File: src/rtl/dmem_arb_pkg.sv
// Shared types and helpers for the data-memory arbiter: FSM states, RV32
// load/store size codes, requester indices and the access legality check.
package dmem_arb_pkg;

  typedef enum logic [1:0] {
    IDLE  = 2'd0,
    ISSUE = 2'd1,
    WAIT  = 2'd2,
    RESP  = 2'd3
  } arb_state_e;

  localparam logic [2:0] F3_B  = 3'b000;
  localparam logic [2:0] F3_H  = 3'b001;
  localparam logic [2:0] F3_W  = 3'b010;
  localparam logic [2:0] F3_BU = 3'b100;
  localparam logic [2:0] F3_HU = 3'b101;

  localparam logic REQ_CORE = 1'b0;
  localparam logic REQ_DBG  = 1'b1;

  // Unsigned sizes only exist for loads; stores are limited to B/H/W.
  function automatic logic access_ok(input logic       we,
                                     input logic [2:0] funct3,
                                     input logic [1:0] addr_lo);
    logic ok;
    ok = 1'b0;
    case (funct3)
      F3_B:    ok = 1'b1;
      F3_H:    ok = ~addr_lo[0];
      F3_W:    ok = (addr_lo == 2'b00);
      F3_BU:   ok = ~we;
      F3_HU:   ok = ~we & ~addr_lo[0];
      default: ok = 1'b0;
    endcase
    return ok;
  endfunction

endpackage

File: src/rtl/rr_arbiter2.sv
// Two-way round-robin pick: a lone requester wins outright, a tie goes to
// whichever requester was not granted last. last_grant advances on accept.
module rr_arbiter2 (
  input  logic       clk,
  input  logic       rst_n,
  input  logic [1:0] valid,
  input  logic       accept,
  output logic       grant_vld,
  output logic       grant
);

  logic last_grant;

  always_comb begin
    grant_vld = |valid;
    grant     = 1'b0;
    case (valid)
      2'b01:   grant = 1'b0;
      2'b10:   grant = 1'b1;
      2'b11:   grant = ~last_grant;
      default: grant = 1'b0;
    endcase
  end

  // Resetting to requester 1 hands the first tie to the core.
  always_ff @(posedge clk or negedge rst_n) begin
    if (!rst_n) begin
      last_grant <= 1'b1;
    end else if (accept) begin
      last_grant <= grant;
    end
  end

endmodule

File: src/rtl/dmem_arbiter.sv
// Serialises core and debug accesses onto the single data-memory port:
// accept -> issue -> (wait for read data) -> one-cycle response to the owner.
module dmem_arbiter
  import dmem_arb_pkg::*;
#(
  parameter int ADDR_WIDTH = 32,
  parameter int DATA_WIDTH = 32,
  parameter int RD_LATENCY = 1
) (
  input  logic                    clk_i,
  input  logic                    rst_i,
  input  logic [1:0]              req_valid_i,
  output logic [1:0]              req_ready_o,
  input  logic [1:0]              req_we_i,
  input  logic [2*ADDR_WIDTH-1:0] req_addr_i,
  input  logic [2*DATA_WIDTH-1:0] req_wdata_i,
  input  logic [5:0]              req_funct3_i,
  output logic [1:0]              rsp_valid_o,
  output logic [DATA_WIDTH-1:0]   rsp_rdata_o,
  output logic                    rsp_err_o,
  output logic                    mem_req_o,
  output logic                    mem_we_o,
  output logic [ADDR_WIDTH-1:0]   mem_addr_o,
  output logic [DATA_WIDTH-1:0]   mem_wdata_o,
  output logic [2:0]              mem_funct3_o,
  input  logic [DATA_WIDTH-1:0]   mem_rdata_i,
  output logic                    busy_o
);

  localparam int CNT_W = 2;

  arb_state_e state_q, state_d;

  logic                  grant_vld, grant, accept;
  logic                  sel_we;
  logic [ADDR_WIDTH-1:0] sel_addr;
  logic [DATA_WIDTH-1:0] sel_wdata;
  logic [2:0]            sel_funct3;

  logic                  we_q, err_q, owner_q;
  logic [ADDR_WIDTH-1:0] addr_q;
  logic [DATA_WIDTH-1:0] wdata_q, rdata_q;
  logic [2:0]            funct3_q;
  logic [CNT_W-1:0]      cnt_q;

  rr_arbiter2 u_rr (
    .clk       (clk_i),
    .rst_n     (rst_i),
    .valid     (req_valid_i),
    .accept    (accept),
    .grant_vld (grant_vld),
    .grant     (grant)
  );

  assign accept     = (state_q == IDLE) && grant_vld;
  assign sel_we     = req_we_i[grant];
  assign sel_addr   = grant ? req_addr_i[2*ADDR_WIDTH-1:ADDR_WIDTH] : req_addr_i[ADDR_WIDTH-1:0];
  assign sel_wdata  = grant ? req_wdata_i[2*DATA_WIDTH-1:DATA_WIDTH] : req_wdata_i[DATA_WIDTH-1:0];
  assign sel_funct3 = grant ? req_funct3_i[5:3] : req_funct3_i[2:0];

  always_ff @(posedge clk_i or negedge rst_i) begin
    if (!rst_i) begin
      state_q <= IDLE;
    end else begin
      state_q <= state_d;
    end
  end

  always_comb begin
    state_d = state_q;
    case (state_q)
      IDLE:    if (grant_vld) state_d = ISSUE;
      ISSUE:   state_d = (err_q || we_q) ? RESP : WAIT;
      WAIT:    if (cnt_q == '0) state_d = RESP;
      RESP:    state_d = IDLE;
      default: state_d = IDLE;
    endcase
  end

  // Command latches, legality verdict and read-data capture.
  always_ff @(posedge clk_i or negedge rst_i) begin
    if (!rst_i) begin
      we_q     <= 1'b0;
      err_q    <= 1'b0;
      owner_q  <= REQ_CORE;
      addr_q   <= '0;
      wdata_q  <= '0;
      funct3_q <= '0;
      rdata_q  <= '0;
      cnt_q    <= '0;
    end else begin
      if (accept) begin
        we_q     <= sel_we;
        addr_q   <= sel_addr;
        wdata_q  <= sel_wdata;
        funct3_q <= sel_funct3;
        owner_q  <= grant;
        err_q    <= ~access_ok(sel_we, sel_funct3, sel_addr[1:0]);
      end
      if (state_q == ISSUE) begin
        cnt_q <= CNT_W'(RD_LATENCY - 1);
      end else if (state_q == WAIT) begin
        if (cnt_q == '0) rdata_q <= mem_rdata_i;
        else             cnt_q   <= cnt_q - 1'b1;
      end
    end
  end

  always_comb begin
    req_ready_o = '0;
    rsp_valid_o = '0;
    rsp_rdata_o = '0;
    rsp_err_o   = 1'b0;
    mem_req_o   = 1'b0;
    mem_we_o    = 1'b0;
    case (state_q)
      IDLE: if (grant_vld) req_ready_o[grant] = 1'b1;
      ISSUE: begin
        mem_req_o = ~err_q;
        mem_we_o  = ~err_q & we_q;
      end
      RESP: begin
        rsp_valid_o[owner_q] = 1'b1;
        rsp_err_o            = err_q;
        if (!we_q && !err_q) rsp_rdata_o = rdata_q;
      end
      default: ;
    endcase
  end

  assign mem_addr_o   = addr_q;
  assign mem_wdata_o  = wdata_q;
  assign mem_funct3_o = funct3_q;
  assign busy_o       = (state_q != IDLE);

endmodule

File: config.mk
export PLATFORM = sky130hd
export DESIGN_NAME = dmem_arbiter
export DESIGN_NICKNAME = d
export VERILOG_FILES = /design/src/rtl/dmem_arb_pkg.sv /design/src/rtl/rr_arbiter2.sv /design/src/rtl/dmem_arbiter.sv
export SDC_FILE = /design/constraint.sdc
export NUM_CORES = 1
export LEC_CHECK = 0
export BUFFER_PORTS_ARGS = -buffer_cell sky130_fd_sc_hd__buf_2
export CAP_MARGIN = 20
export CORE_MARGIN = 3
export CORE_UTILIZATION = 40
export DETAILED_ROUTE_END_ITERATION = 6
export MAX_ROUTING_LAYER = met4
export PLACE_DENSITY = 0.84
export SETUP_SLACK_MARGIN = 0.2
export SKIP_CTS_REPAIR_TIMING = 1
export SYNTH_ARGS = -nofsm -noshare
export SYNTH_HDL_FRONTEND = slang
export SYNTH_SLANG_ARGS = --single-unit
File: constraint.sdc
create_clock -name clk_i -period 2.2 [get_ports clk_i]
set_input_delay 0.55 -clock clk_i [delete_from_list [all_inputs] [get_ports clk_i]]
set_output_delay 0.55 -clock clk_i [all_outputs]
set_load 0.02 [all_outputs]
# == After elaboration in Yosys (flattened, before gate mapping) ==
# Index checks and enable logic that the tools add are counted.
# classes
bitwise,8
addsub,1
n_mul,0
n_reduce_logical,17
div_mod_pow,0
eq_ne,12
shifts,0
order_cmp,4
mux,27
# ops
cell,count
2-to-1 mux 32 bit,4
2-to-1 mux 2 bit,8
2-to-1 mux 1 bit,9
"== test 2 bit, second input constant",4
one-hot mux 2 bit (4 select lines),1
"== test 3 bit, second input constant",2
logical NOT 2 bit,3
NOT 1 bit,6
one-hot mux 1 bit (5 select lines),1
logical AND 1 bit,4
"< comparator 1 x 2 -> 1 bit, second input constant",2
"inequality test 2 bit, second input constant",2
AND reduction 2 bit,2
nonzero test 2 bit,2
"== test 3 x 1 -> 1 bit, second input constant",1
"== test 3 x 2 -> 1 bit, second input constant",1
logical NOT 3 bit,1
2-to-1 mux 3 bit,1
AND reduction 3 bit,1
bitwise AND 1 bit,2
demux 1 bit (select 1 bit),2
"== test 2 x 1 -> 1 bit, second input constant",1
"greater-or-equal comparator 1 bit, second input constant",2
logical NOT 1 bit,2
other kinds (5),5
# totals
memories,0
ram_bits,0
romBits,0
latch_bits,0
register_bits,107
inputBits,172

# == Longest topological paths before layout ==
# Gate-level depths: netlist of the first run.
# depth
ltp_word,9
depth_mapped,8

# == Hierarchy ==
# Synthesis of the first run repeated with hierarchy kept, for this count alone.
# unflattened
hier_cells,450
hier_area_um2,5165.0
# modules_own_cells
mod,cells_each,area_per_inst_um2,seq_area_each_um2,n_inst
dmem_arbiter,446,5106.1,2652.5,1
rr_arbiter2,4,58.8,26.3,1

# == Worst setup path before layout of the first run ==
# Ideal clock, no wire load.
# synth_path
path_kind,flip-flop to output port
start,reg state_q[0]
end,out rsp_rdata_o[10]
stages_incl_launch_ff,5
n_path_buf,1
path_slack_ns,0.292
arrival_time_ns,1.358
path_cell_list,dfrtp_1 ha_1 nor3b_1 clkbuf_1 and2_1
# synth_between
elab_chain_cells,2
# synth_rtl
item,line,text
from (decl),dmem_arbiter.sv:32,"arb_state_e state_q, state_d;"
from (signal assigned),dmem_arbiter.sv:65,state_q <= state_d;
== test 2 bit,dmem_arbiter.sv:116,case (state_q)
2-to-1 mux 32 bit,dmem_arbiter.sv:116,
to (decl),dmem_arbiter.sv:19,"output logic [DATA_WIDTH-1:0] rsp_rdata_o,"
# Every way passes these cells.

# == Final worst setup path of the first run ==
# layout_path
start,reg state_q[0]
end,out rsp_rdata_o[21]
# Same word-level chain as after synthesis.

==> impl_metrics.py, run 1 <==
metrics = {
    "yosys": {
        "ys_warn_count": 0,
        "synth_top_cell_by_area": "dfrtp_1",
        "synth-compound-area-share": 0.123,
        "synth.area.mux_share": 0.150,
        "ys_ff_latch": 107,
        "ys_top_cells_by_area": "dfrtp_1 53%, mux2i_1 7.6%, mux2_2 7.4%, a221o_1 6.2%, and2_1 4.4%",
        "syn_avg_cell_area_um2": 11.8,
        "synth_top_flop_cell": "dfrtp_1",
        "netlist.area_leader.share": 0.530,
        "synthTopCellsByCount": "106 x dfrtp_1, 40 x nand2_1, 40 x o21ai_0, 38 x mux2i_1, 35 x and2_1",
        "synth_top_family_by_area": "multiplexers",
        "synth_cells": 426,
        "synth-simple-area-share": 0.132,
        "yosysUniqueCellTypes": 35,
        "synth_area_um2": 5010,
        "synth_fa_ha_area_frac": 0.0125,
        "synth_xor_xnor_area_share": 0,
        "synth_fp_nets": 603,
        "synth_enable_flop_cells": 0,
        "async_flop_share": 1.00,
        "yosys.cell_count.top_type": "dfrtp_1",
        "ys_seq_area_frac": 0.535,
    },
    "grt": {
        "grt_usage": 0.186,
        "grt_pass1_wl_um": 20400,
        "antenna_found_initial": 0,
        "overflow": 0,
        "grt_pass1_vias": 4057,
        "grt_max_degree": 61,
    },
    "power_and_ir_drop": {
        "leakagePower_uw": 0.00380,
        "seqPwrFrac": 0.359,
        "netSwitchingFraction": 0.396,
        "clkPwrFrac": 0.148,
        "combPwrFrac": 0.493,
        "ir_drop_uv": 588,
        "power.switching_uw": 3880,
        "power.internal_uw": 5940,
        "power_density_nw_per_um2": 1370,
    },
    "die": {
        "initial_core_util": 0.414,
        "dieArea_um2": 13900,
        "core_region_area_um2": 12100,
        "io_pins": 279,
        "row_count": 40,
        "die_y_um": 118,
        "die_w_um": 118,
    },
    "drt": {
        "via_count": 4319,
        "wl_um": 14000,
        "drc": 0,
        "drt_pass1_iterations": 5,
        "wl_per_cell_um": 16.0,
        "routed_via_density": 4.96,
        "first_iter_violations": 254,
        "drtAntennaViolNets": 0,
    },
    "sta": {
        "rsz0062_at_grt": "yes",
        "max_freq_mhz": 444,
        "period_share": 1.02,
        "min_period_ns": 2.25,
        "finalClockSkew_ns": 0.00828,
        "relSlewSlack": 0.657,
        "drv_slew": 0,
        "setup_violations": 32,
        "tightest_slew_ns": 0.515,
        "hold_violations": 0,
        "setup_slack_ns": -0.0535,
        "setup_tns_ns": -1.25,
    },
    "critical_path": {
        "crit_required_ns": 1.65,
        "worst-path-max-fanout": 8,
        "endpoint_kind": "primary output",
        "cp-start-kind": "flip-flop",
        "arrival_ns": 1.70,
        "critical_path_class": "flip-flop to primary output",
    },
    "status": {
        "violations": "setup timing",
        "status": "finished, violations left",
    },
    "cts": {
        "numClockSinks": 107,
        "ctsHtreeMaxLevel": 3,
        "path_clk_slew_ns": 0.07,
        "cts_tree": "built",
        "clock_latency_ns": 0.34,
        "cts_buffers": 9,
        "clockBufferDepth": 2,
        "cts_root_buf": "clkbuf_16",
    },
    "cells_and_area": {
        "antennaDiodeCount": 0,
        "drive_above_1_share": 0.543,
        "area_growth_pct": 43.5,
        "final_area_um2": 7190,
        "final_core_util": 0.593,
        "fin_cells": 871,
        "layout.nets": 875,
    },
    "worst_hold_path": {
        "hp-class": "primary input to asynchronous set/reset pin",
    },
    "placed_design": {
        "io_buffers": 278,
        "dp_slack_ns": 0.251,
        "gp_congestion": 0.785,
        "hpwl_um": 10100,
        "dp_cells": 851,
        "postPlaceCellArea_um2": 6560,
    },
    "job": {
        "maxCapViolCount": 0,
    },
}
-- path summary, 6_finish.rpt --
check | start | endpoint | slack, ns | cells after the start
max in group asynchronous | rst_i | u_rr.last_grant | 1.41 | 2
min in group clk_i | req_addr_i[11] | mem_addr_o[11] | 0.43 | 2
hold reg to reg | mem_wdata_o[29] | mem_wdata_o[29] | 0.47 | 2
setup reg to reg | state_q[1] | rdata_q[12] | 0.47 | 5
setup / recovery | state_q[0] | rsp_rdata_o[21] | -0.05 | 5
hold / removal | rst_i | rdata_q[6] | 0.18 | 1
-- worst max-delay path: stages (launching register included) --
cell	delay, ns
dfrtp_2	0.42
ha_4	0.15
nor3b_4	0.33
buf_6	0.20
and2_4	0.16
buf_6	0.11
-- cell usage in the layout (no fill, tap or decap), types with 2 or more instances in the layout --
cell type and count:
clkinv_4 2, buf_4 11, nor2_1 2, mux2i_1 38, ha_1 2, buf_2 242, clkbuf_1 4, a211oi_1 2
and2_1 5, nor2b_1 2, buf_12 4, buf_6 35, and2_4 30, a21oi_1 2, mux2_2 33, and3_1 31
ha_4 2, clkbuf_16 9, dfrtp_2 2, inv_1 6, nand2_1 40, o21ai_0 40, dfrtp_1 104, a21o_1 3
a221o_1 31
-- metrics by stage --
step,hold slack (ns),power (µW)
floorplan,0.254,6380
global placement,0.457,7790
detailed placement,0.464,7920
CTS,0.185,9400
global route,0.212,10500
finish,0.181,9820
-- layout make-up --
type,count,area (µm²)
fillers,1026,4920
flip-flops and latches,107,2680
clock buffers,13,240
multi-input cells,280,2230
clock inverters,3,25.0
well taps,168,210
inverters,7,26.3
repair buffers,293,1780
-- state kept, by name (all words and copies together) (netlist names) --
register and count:
mem_addr_o 32, rdata_q 32, cnt_q 2, mem_wdata_o 32, owner_q 1, mem_funct3_o 3, we_q 1, u_rr.last_grant 1
state_q 2, err_q 1
-- cells by family after synthesis --
family          after synthesis
compound gates               85
fa+ha+maj                     5
buf+inv                      39
flops                       107
mux                          71
simple gates                119
-- power by group through the flow --
stage	Sequential (µW)	Clock [µW]	Combinational, µW
2_1_floorplan	4110	0	2270
3_3_place_gp	3460	0	4330
3_5_place_dp	3460	0	4460
4_1_cts	3450	1510	4440
5_1_grt	3630	1590	5250
6_report	3520	1450	4850
-- layer usage --
layer	vias to the layer above	share of wire	GRT usage
met5	-	0	-
met4	0	0.014	0.0615
met3	13	0.056	0.0356
met2	183	0.52	0.313
met1	2050	0.41	0.227
li1	2073	-	-
Power figures use the tool's default switching activity.
==> run 2, diff against run 1 <==
- ABC_AREA: default -> 1
- CTS_BUF_LIST: default -> sky130_fd_sc_hd__clkbuf_8
- PLACE_DENSITY: 0.84 -> 0.85
==> run 2 against run 1 <==
Against the previous run: synthesized cell count up 42%; global-route usage grew 2.6 points; count of clock-buffer cells in the layout down 4; the run now ends clean; worst setup slack improved by 0.14 ns; area after synthesis down 2.7%.
==> impl_metrics.py, run 2 <==
metrics = {
    "sta": {
        "period_share": 0.959,
        "setup_violations": 0,
        "hold_violations": 0,
        "finalClockSkew_ns": 0.0130,
        "rsz0062_at_grt": "yes",
        "max_freq_mhz": 474,
        "tightest_slew_ns": 0.563,
        "min_period_ns": 2.11,
        "relSlewSlack": 0.624,
        "drv_slew": 0,
    },
    "cts": {
        "path_clk_slew_ns": 0.11,
        "numClockSinks": 107,
        "ctsHtreeMaxLevel": 3,
        "clock_latency_ns": 0.36,
        "cts_root_buf": "clkbuf_8",
        "clockBufferDepth": 2,
        "cts_buffers": 9,
        "cts_tree": "built",
    },
    "yosys": {
        "ys_warn_count": 0,
        "synth-simple-area-share": 0.246,
        "synth_fa_ha_area_frac": 0.0128,
        "synth_top_family_by_area": "simple AND/OR/NAND/NOR gates",
        "ys_seq_area_frac": 0.550,
        "synth_top_flop_cell": "dfrtp_1",
        "synth.area.mux_share": 0,
        "synth-compound-area-share": 0.116,
        "syn_avg_cell_area_um2": 8.04,
        "async_flop_share": 1.00,
        "yosys.cell_count.top_type": "nand2_1",
        "netlist.area_leader.share": 0.544,
        "ys_top_cells_by_area": "dfrtp_1 54%, nand2_1 12%, nor2_1 8.2%, o21ai_0 4.1%, nand3_1 4.0%",
        "synthTopCellsByCount": "152 x nand2_1, 107 x nor2_1, 106 x dfrtp_1, 43 x inv_1, 40 x o21ai_0",
        "synth_fp_nets": 783,
        "synth_top_cell_by_area": "dfrtp_1",
        "yosysUniqueCellTypes": 21,
        "synth_enable_flop_cells": 0,
        "synth_area_um2": 4870,
        "synth_xor_xnor_area_share": 0,
        "synth_cells": 606,
        "ys_ff_latch": 107,
    },
    "drt": {
        "wl_um": 15500,
        "routed_via_density": 4.89,
        "drtAntennaViolNets": 0,
        "first_iter_violations": 319,
        "wl_per_cell_um": 15.0,
        "drc": 0,
        "drt_pass1_iterations": 6,
        "via_count": 5049,
    },
    "placed_design": {
        "hpwl_um": 11300,
        "io_buffers": 278,
        "gp_congestion": 0.867,
    },
    "critical_path": {
        "cp.buffers_inverters": 2,
        "ff2ff_setup_slack_ns": 0.37,
        "path_cells": "ha_4 > nand2_4 > buf_12 > nor2_1 > buf_4",
        "crit_required_ns": 1.65,
        "arrival_ns": 1.56,
        "critical_path_class": "flip-flop to primary output",
        "r2r-end": "rdata_q[7]",
        "crit_path_top_delay_cell": "dfrtp_2",
        "endpoint_kind": "primary output",
        "r2r_start": "state_q[1]",
        "max_stage_delay_ns": 0.43,
        "worst-path-max-fanout": 16,
        "crit_family": "flip-flops",
        "cp-start-kind": "flip-flop",
        "worstRegToRegCells": 7,
    },
    "die": {
        "die_w_um": 116,
        "initial_core_util": 0.418,
        "row_count": 39,
        "io_pins": 279,
        "core_region_area_um2": 11700,
        "die_y_um": 116,
        "dieArea_um2": 13500,
    },
    "cells_and_area": {
        "final_cell_mix": "255 x buf_2, 149 x nand2_1, 103 x dfrtp_1",
        "antennaDiodeCount": 0,
        "drive_above_1_share": 0.394,
        "multiInputGateArea_um2": 1930,
        "final_core_util": 0.590,
        "layout.nets": 1061,
        "final_common_cell": "buf_2",
        "final.fill_count": 1040,
        "regArea_um2": 2680,
        "area_growth_pct": 41.2,
    },
    "grt": {
        "grt_pass1_vias": 4505,
        "grt_max_degree": 68,
        "grt_usage": 0.212,
        "grt_pass1_wl_um": 21900,
        "antenna_found_initial": 0,
        "overflow": 0,
    },
    "power_and_ir_drop": {
        "p_total_uw": 9550,
        "leakagePower_uw": 0.00382,
        "power_density_nw_per_um2": 1390,
        "ir_drop_uv": 906,
    },
    "worst_hold_path": {
        "hp-class": "primary input to asynchronous set/reset pin",
    },
    "job": {
        "maxCapViolCount": 0,
    },
    "status": {
        "status": "completed",
    },
}
==> run 2: cell types whose count changed after synthesis, sizes merged, moves of 3 or more <==
cell / delta
inv: +41
and2: -36
a21oi: +31
a221o: -31
nor2b: -3
a21o: -3
mux2: -33
nor2: +107
and3: -31
nand2: +113
mux2i: -38
o21ai: +30
nand3: +38
a31oi: +5
==> run 2: stage by stage <==
| step | setup WS (ns) | instances | hold slack [ns] | instance area [µm²] | setup TNS (ns) |
|---|---|---|---|---|---|
| after floorplan | 0.381 | 606 | 0.254 | 4870 | 0 |
| after global placement | 0.458 | 1009 | 0.466 | 6410 | 0 |
| after detailed placement | 0.413 | 1009 | 0.460 | 6410 | 0 |
| after CTS | 0.00263 | 1025 | 0.0753 | 6610 | 0 |
| after global routing | -0.00169 | 1032 | 0.0825 | 6880 | -0.00169 |
| final | 0.0893 | 1032 | 0.0860 | 6880 | 0 |
==> run 2: cells by family (layout without fill, tap and decap cells) <==
kind of cell	after synthesis	after routing
AND/OR/NAND/NOR	302	302
AO/OA/AOI/OAI	111	111
flip-flops	107	107
buffers and inverters	81	364
adder cells (fa/ha/maj)	5	5
==> run 2: how the worst max path moves through the flow <==
| stage | cells after the start | from | endpoint | slack, ns |
|---|---|---|---|---|
| after floorplan | 7 | state_q[0] | req_ready_o[0] | 0.38 |
| after global placement | 7 | state_q[0] | req_ready_o[0] | 0.46 |
| after detailed placement | 7 | state_q[0] | req_ready_o[0] | 0.41 |
| after CTS | 7 | state_q[0] | req_ready_o[0] | 0.003 |
| after global routing | 5 | state_q[1] | rsp_rdata_o[7] | -0.002 |
| final | 5 | state_q[1] | rsp_rdata_o[7] | 0.09 |
==> run 2: power breakdown <==
| part | total, µW | switching [µW] | internal, µW |
|---|---|---|---|
| Sequential | 3470 | 493 | 2970 |
| Clock | 1230 | 693 | 536 |
| Combinational | 4850 | 3140 | 1710 |
==> run 2: layout make-up <==
type                    count  share of cell area
clock inverters             7              0.0107
inverters                  48              0.0262
multi-input cells         418               0.281
repair buffers            300               0.249
clock buffers               9              0.0180
flip-flops and latches    107               0.390
well taps                 143              0.0260
==> run 2: worst reg2reg max path, cell delays in order (launching register included) <==
cell     delay [ns]
dfrtp_2        0.46
buf_4          0.15
buf_4          0.12
ha_1           0.19
nand3_2        0.07
buf_4          0.47
nor2_1         0.13
a21oi_1        0.16
==> run 2: metal layers <==
metal / part of all wire / global-route usage / routed length [µm] / vias up
met5: 0 / - / 0 / -
met4: 0.026 / 0.0835 / 404 / 0
met3: 0.058 / 0.0212 / 892 / 30
met2: 0.51 / 0.372 / 7950 / 211
met1: 0.40 / 0.251 / 6230 / 2341
li1: - / - / - / 2467
==> run 3, diff against run 2 <==
- BUFFER_PORTS_ARGS: -buffer_cell sky130_fd_sc_hd__buf_2 -> default
- DONT_BUFFER_PORTS: default -> 1
- PLACE_DENSITY: 0.85 -> 0.65
==> run 3 against run 2 <==
Against the previous run: the run now ends with hold timing left; clock skew increased by 0.0067 ns; count of clock-buffer cells in the layout increased by 2; critical endpoint is now rsp_rdata_o[29]; register-to-register slack improved by 0.02 ns.
==> impl_metrics.py, run 3 (same netlist as run 2, synthesis figures left out) <==
metrics = {
    "critical_path": {
        "crit_required_ns": 1.65,
        "arrival_ns": 1.52,
        "endpoint_kind": "primary output",
        "crit_family": "flip-flops",
        "critical_path_class": "flip-flop to primary output",
        "cp.buffers_inverters": 2,
        "cp-start-kind": "flip-flop",
        "path_cells": "nor2_4 > nand2_8 > clkbuf_16 > nor2_2 > buf_6",
        "worst-path-max-fanout": 8,
        "max_stage_delay_ns": 0.44,
        "crit_path_top_delay_cell": "dfrtp_1",
    },
    "power_and_ir_drop": {
        "p_total_uw": 8830,
        "leakagePower_uw": 0.00285,
        "ir_drop_uv": 684,
        "power_density_nw_per_um2": 1510,
    },
    "drt": {
        "drt_pass1_iterations": 5,
        "drc": 0,
        "via_count": 4054,
        "wl_per_cell_um": 16.3,
        "routed_via_density": 5.14,
        "first_iter_violations": 216,
        "wl_um": 12900,
        "drtAntennaViolNets": 0,
    },
    "cts": {
        "cts_buffers": 9,
        "numClockSinks": 107,
        "ctsHtreeMaxLevel": 3,
        "cts_root_buf": "clkbuf_8",
        "cts_tree": "built",
        "clock_latency_ns": 0.36,
        "path_clk_slew_ns": 0.09,
        "clockBufferDepth": 2,
    },
    "sta": {
        "rsz0062_at_grt": "yes",
        "tightest_slew_ns": 0.345,
        "max_freq_mhz": 482,
        "min_period_ns": 2.07,
        "drv_slew": 0,
        "hold_violations": 106,
        "whs_ns": -0.127,
        "setup_violations": 0,
        "period_share": 0.942,
        "setup_tns_ns": 0,
        "setup_slack_ns": 0.127,
        "finalClockSkew_ns": 0.0196,
        "relSlewSlack": 0.768,
    },
    "grt": {
        "antenna_found_initial": 0,
        "overflow": 0,
        "grt_pass1_wl_um": 17600,
        "grt_max_degree": 108,
        "grt_pass1_vias": 3527,
        "grt_usage": 0.173,
    },
    "cells_and_area": {
        "multiInputGateArea_um2": 2040,
        "antennaDiodeCount": 0,
        "area_growth_pct": 20.3,
        "regArea_um2": 2680,
        "final_cell_mix": "150 x nand2_1, 104 x dfrtp_1, 80 x nor2_1",
        "drive_above_1_share": 0.186,
        "final_core_util": 0.503,
        "layout.nets": 818,
        "final_common_cell": "nand2_1",
        "final.fill_count": 1115,
    },
    "die": {
        "initial_core_util": 0.418,
        "io_pins": 279,
        "die_w_um": 116,
        "dieArea_um2": 13500,
        "row_count": 39,
        "die_y_um": 116,
        "core_region_area_um2": 11700,
    },
    "placed_design": {
        "dp_slack_ns": 0.339,
        "gp_congestion": 0.806,
        "hpwl_um": 9240,
        "io_buffers": 0,
    },
    "status": {
        "violations": "hold timing",
        "status": "finished, violations left",
    },
    "job": {
        "maxCapViolCount": 0,
    },
    "worst_hold_path": {
        "hp-class": "primary input to asynchronous set/reset pin",
    },
}
-- run 3: cell types whose count changed in the layout (fill, tap and decap cells not counted), sizes merged --
| cell | delta |
|---|---|
| clkbuf | +3 |
| buf | -244 |
| clkinv | +2 |
| clkinvlp | -1 |
| inv | -2 |
| bufinv | -1 |
-- run 3: metal layers --
| metal | vias up | track usage | wire, µm |
|---|---|---|---|
| met4 | 0 | 0.0657 | 200 |
| met5 | - | - | 0 |
| met1 | 1864 | 0.203 | 4840 |
| met3 | 13 | 0.0518 | 1200 |
| li1 | 1979 | - | - |
| met2 | 198 | 0.282 | 6640 |
-- run 3: stage by stage --
step | instance area (µm²) | instances
after global routing | 5860 | 789
after global placement | 5240 | 760
after detailed placement | 5240 | 760
after CTS | 5420 | 776
final | 5860 | 789
after floorplan | 4870 | 606
-- run 3: worst reg2reg max path, cell delays in order (launching register included) --
cell     delay, ns
dfrtp_1       0.44
inv_2         0.11
ha_4          0.18
inv_6         0.06
nor2_4        0.09
buf_4         0.12
buf_4         0.19
inv_2         0.09
buf_12        0.18
nand2_1       0.16
nand3_1       0.08
-- run 3: final cells by class --
| class | instances | share of cell area |
|---|---|---|
| clock buffers | 11 | 0.0258 |
| clock inverters | 5 | 0.00619 |
| inverters | 48 | 0.0320 |
| multi-input cells | 418 | 0.348 |
| flip-flops and latches | 107 | 0.457 |
| well taps | 143 | 0.0305 |
| repair buffers | 57 | 0.100 |
-- run 3: power by group --
group          internal [µW]  switching [µW]
clock                    478             630
sequential              2970            1410
combinational           1290            2060
total                   4730            4100
-- run 3: final timing paths --
path,start,endpoint,slack (ns),depth (start not counted)
max in group asynchronous,rst_i,u_rr.last_grant,2.13,0
hold / removal,rst_i,rdata_q[5],-0.13,0
min in group clk_i,req_addr_i[25],mem_addr_o[25],0.30,2
hold reg to reg,u_rr.last_grant,u_rr.last_grant,0.48,2
setup reg to reg,state_q[1],mem_addr_o[15],0.39,10
setup / recovery,we_q,rsp_rdata_o[29],0.13,5
